File: config.mk
export PLATFORM = sky130hd
export DESIGN_NAME = ex_issue_ctrl
export DESIGN_NICKNAME = d
export VERILOG_FILES = /design/src/rtl/cpu_common_pkg.sv /design/src/rtl/ex_issue_ctrl_sat.sv /design/src/rtl/ex_issue_ctrl.sv
export SDC_FILE = /design/constraint.sdc
export NUM_CORES = 1
export LEC_CHECK = 0
export ABC_AREA = 0
export CORE_MARGIN = 3
export CORE_UTILIZATION = 35
export DETAILED_ROUTE_END_ITERATION = 10
export GPL_TIMING_DRIVEN = 0
export PLACE_DENSITY = 0.76
export SYNTH_ARGS = -nofsm -noshare
export SYNTH_HDL_FRONTEND = slang
export SYNTH_HIERARCHICAL = 1
export SYNTH_SLANG_ARGS = --single-unit
File: constraint.sdc
create_clock -name clk -period 4.3 [get_ports clk]
set_clock_uncertainty 0.15 [all_clocks]
set_input_delay 1.29 -clock clk [delete_from_list [all_inputs] [get_ports clk]]
set_output_delay 1.29 -clock clk [all_outputs]
set_load 0.1 [all_outputs]
File: src/rtl/cpu_common_pkg.sv
// Shared CPU types: op_type codes, decoded instruction layout and the
// EX issue controller state encoding.
package cpu_common;

    typedef enum logic [3:0] {
        OP_ALU, OP_BRANCH, OP_LOAD, OP_STORE, OP_MUL, OP_DIV, OP_CSR
    } op_type_e;

    typedef struct packed {
        logic       valid;
        logic [5:0] cause;
    } exception_t;

    typedef struct packed {
        op_type_e   op_type;
        exception_t exception;
        logic [4:0] rd;
        logic [31:0] imm;
    } decoded_instr_t;

    typedef enum logic [2:0] {
        EMPTY, FULL, MD_REQ, MD_WAIT, DRAIN
    } ex_ctrl_state_e;

    // A MUL/DIV that already carries an exception never reaches the MD unit.
    function automatic logic needs_md(decoded_instr_t i);
        return ((i.op_type == OP_MUL) || (i.op_type == OP_DIV)) && !i.exception.valid;
    endfunction

endpackage

File: src/rtl/ex_issue_ctrl_sat.sv
// Saturating up-counter with synchronous clear; clear wins over increment.
module ex_sat_counter #(
    parameter int W = 8
) (
    input  logic         clk,
    input  logic         rstn,
    input  logic         i_inc,
    input  logic         i_clr,
    output logic [W-1:0] o_value,
    output logic         o_saturated
);
    logic [W-1:0] r_cnt;

    assign o_value     = r_cnt;
    assign o_saturated = &r_cnt;

    always_ff @(posedge clk or negedge rstn) begin
        if (!rstn)                       r_cnt <= '0;
        else if (i_clr)                  r_cnt <= '0;
        else if (i_inc && !o_saturated)  r_cnt <= r_cnt + 1'b1;
    end
endmodule

File: src/rtl/ex_issue_ctrl.sv
// EX issue controller: operand registers, decode/stage-2 flow control and
// MUL/DIV sequencing. Define EX_STALL_CNT_EN to build the decode stall counter.
module ex_issue_ctrl
    import cpu_common::*;
#(
    parameter int MD_TIMEOUT  = 64,
    parameter int STALL_CNT_W = 32
) (
    input  logic                   clk,
    input  logic                   rstn,
    input  logic                   flush_i,
    input  logic                   de_valid_i,
    output logic                   de_ready_o,
    input  decoded_instr_t         de_instr_i,
    input  logic [63:0]            de_rs1_i,
    input  logic [63:0]            de_rs2_i,
    output decoded_instr_t         ex_instr_o,
    output logic [63:0]            ex_rs1_o,
    output logic [63:0]            ex_rs2_o,
    output logic                   wb_valid_o,
    input  logic                   wb_ready_i,
    output logic                   md_req_valid_o,
    input  logic                   md_req_ready_i,
    input  logic                   md_resp_valid_i,
    output logic                   md_timeout_o,
    output logic [STALL_CNT_W-1:0] stall_cnt_o
);
    localparam int WD_W = (MD_TIMEOUT > 0) ? $clog2(MD_TIMEOUT + 1) : 1;
    localparam logic [WD_W-1:0] WD_LIM    = WD_W'(MD_TIMEOUT);
    localparam logic [WD_W-1:0] WD_LIM_M1 = WD_W'(MD_TIMEOUT - 1);
    localparam bit WD_EN = (MD_TIMEOUT != 0);

    ex_ctrl_state_e r_state, w_state_nxt;
    logic           w_accept, w_load_md;
    logic           r_timeout;
    logic [WD_W-1:0] w_wd_cnt;
    logic           w_wd_sat, w_wd_inc, w_wd_clr;

    assign w_accept  = de_valid_i && de_ready_o && !flush_i;
    assign w_load_md = needs_md(de_instr_i);

    always_comb begin
        de_ready_o     = 1'b0;
        wb_valid_o     = 1'b0;
        md_req_valid_o = 1'b0;
        w_state_nxt    = r_state;
        unique case (r_state)
            EMPTY:   de_ready_o = 1'b1;
            FULL: begin
                wb_valid_o = 1'b1;
                de_ready_o = wb_ready_i;
            end
            MD_REQ:  md_req_valid_o = 1'b1;
            default: ;
        endcase

        if (flush_i) begin
            unique case (r_state)
                MD_REQ:  w_state_nxt = md_req_ready_i  ? DRAIN : EMPTY;
                MD_WAIT: w_state_nxt = md_resp_valid_i ? EMPTY : DRAIN;
                DRAIN:   w_state_nxt = md_resp_valid_i ? EMPTY : DRAIN;
                default: w_state_nxt = EMPTY;
            endcase
        end else begin
            unique case (r_state)
                EMPTY:   if (w_accept) w_state_nxt = w_load_md ? MD_REQ : FULL;
                FULL:    if (w_accept)        w_state_nxt = w_load_md ? MD_REQ : FULL;
                         else if (wb_ready_i) w_state_nxt = EMPTY;
                MD_REQ:  if (md_req_ready_i)  w_state_nxt = MD_WAIT;
                MD_WAIT: if (md_resp_valid_i) w_state_nxt = FULL;
                DRAIN:   if (md_resp_valid_i) w_state_nxt = EMPTY;
                default: w_state_nxt = EMPTY;
            endcase
        end
    end

    always_ff @(posedge clk or negedge rstn) begin
        if (!rstn) begin
            r_state    <= EMPTY;
            ex_instr_o <= '0;
            ex_rs1_o   <= '0;
            ex_rs2_o   <= '0;
        end else begin
            r_state <= w_state_nxt;
            if (w_accept) begin
                ex_instr_o <= de_instr_i;
                ex_rs1_o   <= de_rs1_i;
                ex_rs2_o   <= de_rs2_i;
            end
        end
    end

    // Restart the watchdog whenever the MD unit takes a request, including
    // a request that is flushed in the same cycle straight into DRAIN.
    assign w_wd_clr = (r_state == MD_REQ) &&
                      ((w_state_nxt == MD_WAIT) || (w_state_nxt == DRAIN));
    assign w_wd_inc = WD_EN && ((r_state == MD_WAIT) || (r_state == DRAIN)) &&
                      (w_wd_cnt != WD_LIM) && !w_wd_sat;

    ex_sat_counter #(.W(WD_W)) u_wd_cnt (
        .clk        (clk),
        .rstn       (rstn),
        .i_inc      (w_wd_inc),
        .i_clr      (w_wd_clr),
        .o_value    (w_wd_cnt),
        .o_saturated(w_wd_sat)
    );

    always_ff @(posedge clk or negedge rstn) begin
        if (!rstn)                                     r_timeout <= 1'b0;
        else if (w_wd_inc && !w_wd_clr && (w_wd_cnt == WD_LIM_M1)) r_timeout <= 1'b1;
    end
    assign md_timeout_o = r_timeout;

`ifdef EX_STALL_CNT_EN
    logic w_stall_inc, w_stall_sat;
    assign w_stall_inc = de_valid_i && !de_ready_o && !flush_i && !w_stall_sat;

    ex_sat_counter #(.W(STALL_CNT_W)) u_stall_cnt (
        .clk        (clk),
        .rstn       (rstn),
        .i_inc      (w_stall_inc),
        .i_clr      (1'b0),
        .o_value    (stall_cnt_o),
        .o_saturated(w_stall_sat)
    );
`else
    assign stall_cnt_o = '0;
`endif

endmodule

==> impl_metrics.tcl, run 1 <==
set metrics [dict create \
    run_status "finished, final reports clean" \
    rrSetupSlack_ns 1.82 \
    overflow 0 \
    cts_buffer_depth 2 \
    wirelength_mm 22.5 \
    critPathBufInv 2 \
    cts-root-buf "clkbuf_16" \
    rsz0062_at_grt "false" \
    cts.clk_slew.worst_paths_ns 0.07 \
    worstSetupEndpointType "primary output" \
    drt_iter0_markers 190 \
    coreArea_um2 22200 \
    max_stage_delay_ns 0.57 \
    setup_viol 0 \
    diodes 0 \
    final_cell_mix "clkdlybuf4s50_1 (360), dfrtp_1 (187), mux2_4 (141)" \
    num_vias 5330 \
    max_clock_freq_mhz 247 \
    place.gp.congestion 0.796 \
    htree_num_levels 4 \
    clock-sinks 187 \
    pre_cts_slack_ns -0.303 \
    die_area_um2 24900 \
    required_ns 2.86 \
    grt_pass1_wl_mm 33.0 \
    cap_viol_max_count 0 \
    die_h_um 158 \
    firstDrtPassIters 5 \
    p_per_area_nw_per_um2 598 \
    timing.hold.ws_ns 0.352 \
    postSynthCellCount 480 \
    timing.final.ws_setup_ns 0.251 \
    io_pins 395 \
    worst-setup-path-type "in -> out" \
    ys_ff_latch 187 \
    rows 54 \
    startpoint_type "input pin" \
    initial_core_util_pct 36.3 \
    drive_gt1_share_pct 29.8 \
    worstPathMaxFanout 4 \
    cpMaxStageDelayCell "clkdlybuf4s15_2" \
    fin_crit_sh_pct 94.2 \
    critical_path_arrival_ns 2.61 \
    holdBufCountCts 0 \
    setup_tns_ns 0 \
    synth_area_um2 8060 \
    routedWlPerCell_um 19.0 \
    path_cells "clkdlybuf4s50_1, nand2b_2, and2_1, clkdlybuf4s15_2" \
    hp-class "reg -> reg" \
    syn_area_per_cell_um2 16.8 \
    fillers 1773 \
    clock_latency_ns 0.42 \
    dp_hpwl_mm 17.1 \
    viasPerCell 4.49 \
    fin_nets 1077 \
    final_common_cell "clkdlybuf4s50_1" \
    worst_pin_slew_ns 1.08 \
    hold_viol 0 \
    leakage_nw 5.87 \
    cts_tree "built" \
    areaGrowthSynthToFinish_pct 58.1 \
    grt_usage_pct 17.3 \
    numCtsBuffers 17 \
    remaining_drc_errors 0 \
    min_period_ns 4.05 \
    register_area_um2 4680 \
    grt_pass1_vias 5591 \
    die_w_um 158 \
    drtAntennaViolNets 0 \
    grt_max_degree 104 \
    portBuffers 362 \
    ys_types 39 \
    ys_warn_count 6 \
    ir_drop_mv 0.302 \
    maxSlewHeadroom_pct 28.1 \
    synth_seq_area_share_pct 58.0 \
    multi_input_area_um2 3030 \
    antenna_found_initial 0 \
    path_delay_family "buffers and inverters" \
    finalMaxSlewViolations 0 \
]
-- power by group --
| part | switching (mW) | internal [mW] | total, mW |
|---|---|---|---|
| clock | 0.760 | 0.767 | 1.53 |
| sequential | 0.182 | 2.07 | 2.25 |
| combinational | 2.77 | 1.07 | 3.84 |
| total | 3.72 | 3.90 | 7.62 |
-- flip-flops by register name, summed over array words and instances, names as in the netlist --
| name | count |
|---|---|
| u_wd_cnt/o_value | 7 |
| r_state | 3 |
| ex_instr_o | 48 |
| ex_rs1_o | 64 |
| md_timeout_o | 1 |
| ex_rs2_o | 64 |
-- cell usage after synthesis --
| library cell | count | share of area, % |
|---|---|---|
| and2_1 | 3 | 0.23 |
| inv_1 | 6 | 0.28 |
| o211ai_1 | 1 | 0.093 |
| nand2_1 | 5 | 0.23 |
| buf_2 | 4 | 0.25 |
| a21o_1 | 1 | 0.093 |
| or3b_1 | 1 | 0.11 |
| o311ai_1 | 1 | 0.11 |
| a21boi_2 | 1 | 0.14 |
| nand3_2 | 1 | 0.12 |
| conb_1 | 1 | 0.047 |
| mux2_2 | 36 | 5.0 |
| a21oi_1 | 2 | 0.12 |
| o21ai_0 | 1 | 0.062 |
| buf_4 | 32 | 3.0 |
| nor2_1 | 6 | 0.28 |
| a21boi_0 | 1 | 0.093 |
| a211oi_1 | 4 | 0.37 |
| buf_6 | 16 | 2.2 |
| ha_1 | 1 | 0.16 |
| and3_1 | 1 | 0.078 |
| a41oi_1 | 1 | 0.11 |
| clkbuf_1 | 1 | 0.047 |
| nand2b_2 | 1 | 0.11 |
| a221oi_2 | 1 | 0.19 |
| and3_4 | 2 | 0.28 |
| o311a_1 | 1 | 0.12 |
| nand3_1 | 3 | 0.19 |
| nor2_2 | 1 | 0.078 |
| nor2b_1 | 3 | 0.23 |
| nor3_1 | 3 | 0.19 |
| dfrtp_1 | 187 | 58 |
| nand4_1 | 1 | 0.078 |
| nor4b_1 | 2 | 0.22 |
| mux2i_1 | 3 | 0.37 |
| nand3b_1 | 2 | 0.19 |
| o41ai_1 | 1 | 0.11 |
| nand4b_1 | 1 | 0.11 |
| mux2_4 | 141 | 26 |
-- worst paths after layout --
path	cells after the start	from	endpoint
hold reg to reg	1	md_timeout_o	md_timeout_o
min in group asynchronous	1	rstn	ex_rs2_o[6]
hold / removal	1	md_timeout_o	md_timeout_o
setup reg to reg	8	u_wd_cnt/o_value[0]	u_wd_cnt/o_value[5]
max in group asynchronous	2	rstn	ex_instr_o[28]
setup / recovery	4	wb_ready_i	de_ready_o
-- timing repair --
item                       in CTS  in global routing
setup buffers                   0                  0
hold endpoints to repair        0                  0
setup endpoints to repair       1                  0
resized for setup               3                  0
-- stage by stage --
stage / cells / power [mW] / cell area, um2 / util (%)
floorplan: 511 / 5.15 / 8180 / -
global placement: 1153 / 6.10 / 12200 / 54.7
detailed placement: 1154 / 6.14 / 12200 / 54.8
CTS: 1186 / 7.69 / 12700 / 57.3
global route: 1186 / 7.86 / 12700 / 57.3
finish: 1186 / 7.62 / 12700 / 57.3
-- per-layer routing --
metal / up-vias / track usage, % / wire, um
met5: - / 0 / 0
met4: 0 / 4.75 / 346
met3: 23 / 4.76 / 1640
met2: 223 / 31.5 / 11900
met1: 2631 / 20.0 / 8700
li1: 2453 / - / -
-- final cells by class --
cell class / count / share of cell area [%]
Tap cell: 280 / 2.75
Sequential cell: 187 / 36.7
Multi-Input combinational cell: 265 / 23.8
Timing Repair Buffer: 363 / 28.7
Clock buffer: 18 / 3.37
Inverter: 6 / 0.177
Buffer: 53 / 3.48
Clock inverter: 14 / 1.02
-- logic make-up (layout without fill, tap and decap cells) --
family,after synthesis,in the layout,synth area share [%]
fa+ha+maj,1,1,0.155
other cells,1,32,0.0465
simple gates,36,36,2.72
flops,187,187,58.0
compound gates,16,16,1.61
mux,180,180,31.7
buf+inv,59,454,5.79
(Power assumes the default switching activity.)
==> inputs of run 2 (changes only) <==
--- a/config.mk
+++ b/config.mk
@@ -6,11 +6,10 @@
 export NUM_CORES = 1
 export LEC_CHECK = 0
 export ABC_AREA = 0
-export CORE_MARGIN = 3
 export CORE_UTILIZATION = 35
 export DETAILED_ROUTE_END_ITERATION = 10
 export GPL_TIMING_DRIVEN = 0
-export PLACE_DENSITY = 0.76
+export PLACE_DENSITY = 0.77
 export SYNTH_ARGS = -nofsm -noshare
 export SYNTH_HDL_FRONTEND = slang
 export SYNTH_HIERARCHICAL = 1
==> impl_metrics.tcl, run 2 (synthesized netlist as in run 1, its figures left out) <==
set metrics [dict create \
    drt_iter0_markers 154 \
    drtAntennaViolNets 0 \
    max_clock_freq_mhz 255 \
    worstPathMaxFanout 4 \
    cpMaxStageDelayCell "clkbuf_2" \
    required_ns 2.86 \
    reg2regPathDepth 8 \
    grt_pass1_wl_mm 32.1 \
    min_from "md_timeout_o" \
    p_sw_mw 3.66 \
    numCtsBuffers 17 \
    die_h_um 154 \
    antenna_found_initial 0 \
    initial_core_util_pct 35.6 \
    run_status "finished, final reports clean" \
    r2r-end "u_wd_cnt/o_value[5]" \
    coreArea_um2 22600 \
    areaGrowthSynthToFinish_pct 57.9 \
    critical_path_arrival_ns 2.48 \
    grt_max_degree 98 \
    worst_pin_slew_ns 1.05 \
    wirelength_mm 20.3 \
    cp-startpoint "wb_ready_i" \
    grt.met3_usage_pct 5.95 \
    grt_use_met2_pct 29.2 \
    gr-usage-met1_pct 21.7 \
    hold_viol 0 \
    fin_crit_sh_pct 91.2 \
    portBuffers 362 \
    die_area_um2 23700 \
    worstSetupEndpointType "primary output" \
    io_pins 395 \
    postCtsSetupBuffers 0 \
    remaining_drc_errors 0 \
    hp-class "reg -> reg" \
    max_stage_delay_ns 0.46 \
    leakage_nw 5.84 \
    worstReg2RegStart "u_wd_cnt/o_value[0]" \
    routedWlPerCell_um 17.1 \
    final_area_um2 12700 \
    min_period_ns 3.92 \
    combPwrFrac_pct 50.7 \
    cts_buffer_depth 2 \
    grt_busiest_layer "met2" \
    p_per_area_nw_per_um2 593 \
    swShare_pct 48.5 \
    firstDrtPassIters 4 \
    p_int_mw 3.89 \
    grt_pass1_vias 5709 \
    clock-sinks 187 \
    p_total_mw 7.55 \
    holdBufCountCts 0 \
    dp_cells 1159 \
    fin_cells 1189 \
    rsz0062_at_grt "false" \
    timing.hold.ws_ns 0.326 \
    grt_usage_pct 17.6 \
    p_seq_share_pct 29.8 \
    path_cells "clkdlybuf4s50_1, nand2b_2, and2_1, clkbuf_2" \
    cts.clk_slew.worst_paths_ns 0.08 \
    cts-root-buf "clkbuf_16" \
    reg_top3 "ex_rs1_o x64, ex_rs2_o x64, ex_instr_o x48" \
    diodes 0 \
    post_dp_cell_area_um2 12200 \
    cap_viol_max_count 0 \
    setup_tns_ns 0 \
    setup_viol 0 \
    drive_gt1_share_pct 29.6 \
    worst-setup-path-type "in -> out" \
    htree_num_levels 4 \
    overflow 0 \
    place.gp.congestion 0.803 \
    maxSlewHeadroom_pct 29.7 \
    clock_latency_ns 0.42 \
    cp-endpoint "de_ready_o" \
    final_common_cell "clkdlybuf4s50_1" \
    die_w_um 154 \
    num_vias 5292 \
    clockPowerShare_pct 19.5 \
    final_cell_mix "clkdlybuf4s50_1 (360), dfrtp_1 (187), mux2_4 (141)" \
    rrSetupSlack_ns 1.85 \
    finalMaxSlewViolations 0 \
    cts_tree "built" \
    viasPerCell 4.45 \
    startpoint_type "input pin" \
    ir_drop_mv 0.266 \
    fin_nets 1077 \
    dp_hpwl_mm 15.3 \
    rows 55 \
]
==> run 2: cell count changes in the layout (fill, tap and decap cells not counted), sizes merged <==
cell           previous run  this run
clkbuf                   19        20
clkdlybuf4s15             1         0
clkinv                    8         3
clkinvlp                  0         4
inv                      12        11
==> run 2: layout make-up <==
class | count | area [um2]
Sequential cell | 187 | 4680
Buffer | 53 | 444
Clock buffer | 18 | 429
Multi-Input combinational cell | 265 | 3030
Tap cell | 285 | 357
Timing Repair Buffer | 363 | 3650
Clock inverter | 12 | 113
Fill cell | 1839 | 9910
Inverter | 6 | 22.5
==> run 2: worst min-delay path by stage <==
| stage | end | cells after the start |
|---|---|---|
| global route | md_timeout_o | 1 |
| finish | md_timeout_o | 1 |
| CTS | md_timeout_o | 1 |
| global placement | md_timeout_o | 1 |
| floorplan | u_wd_cnt/o_value[6] | 2 |
| detailed placement | md_timeout_o | 1 |
==> run 2: what timing repair did <==
| item | in CTS | in global routing |
|---|---|---|
| endpoints found under the setup margin | 1 | 1 |
| pin swaps | 0 | 0 |
| gates resized for setup | 2 | 1 |
| hold endpoints to repair | 0 | 0 |
==> run 2: power groups by stage <==
| stage | Combinational, mW | Clock (mW) | Sequential [mW] |
|---|---|---|---|
| finish | 3.83 | 1.47 | 2.25 |
| detailed placement | 3.84 | 0 | 2.28 |
| CTS | 3.85 | 1.52 | 2.25 |
| global route | 3.92 | 1.59 | 2.29 |
| global placement | 3.82 | 0 | 2.27 |
| floorplan | 0.679 | 0 | 4.47 |
==> run 2: worst max-delay path, delay by kind of cell <==
kind	cells	cell delay, ns
simple gates	2	0.29
buf+inv	2	0.90
==> run 2: layer usage <==
layer	share of wire [%]	wire length, um
met1	41	8400
met2	49	9970
met3	8.2	1670
met4	1.4	287
met5	0	0
==> run 2: stage by stage <==
| stage | util [%] | setup WS, ns |
|---|---|---|
| after floorplan | - | 0.268 |
| after global routing | 56.2 | 0.324 |
| after global placement | 53.7 | -6.24 |
| after CTS | 56.2 | 0.00956 |
| final | 56.2 | 0.379 |
| after detailed placement | 53.9 | -0.291 |
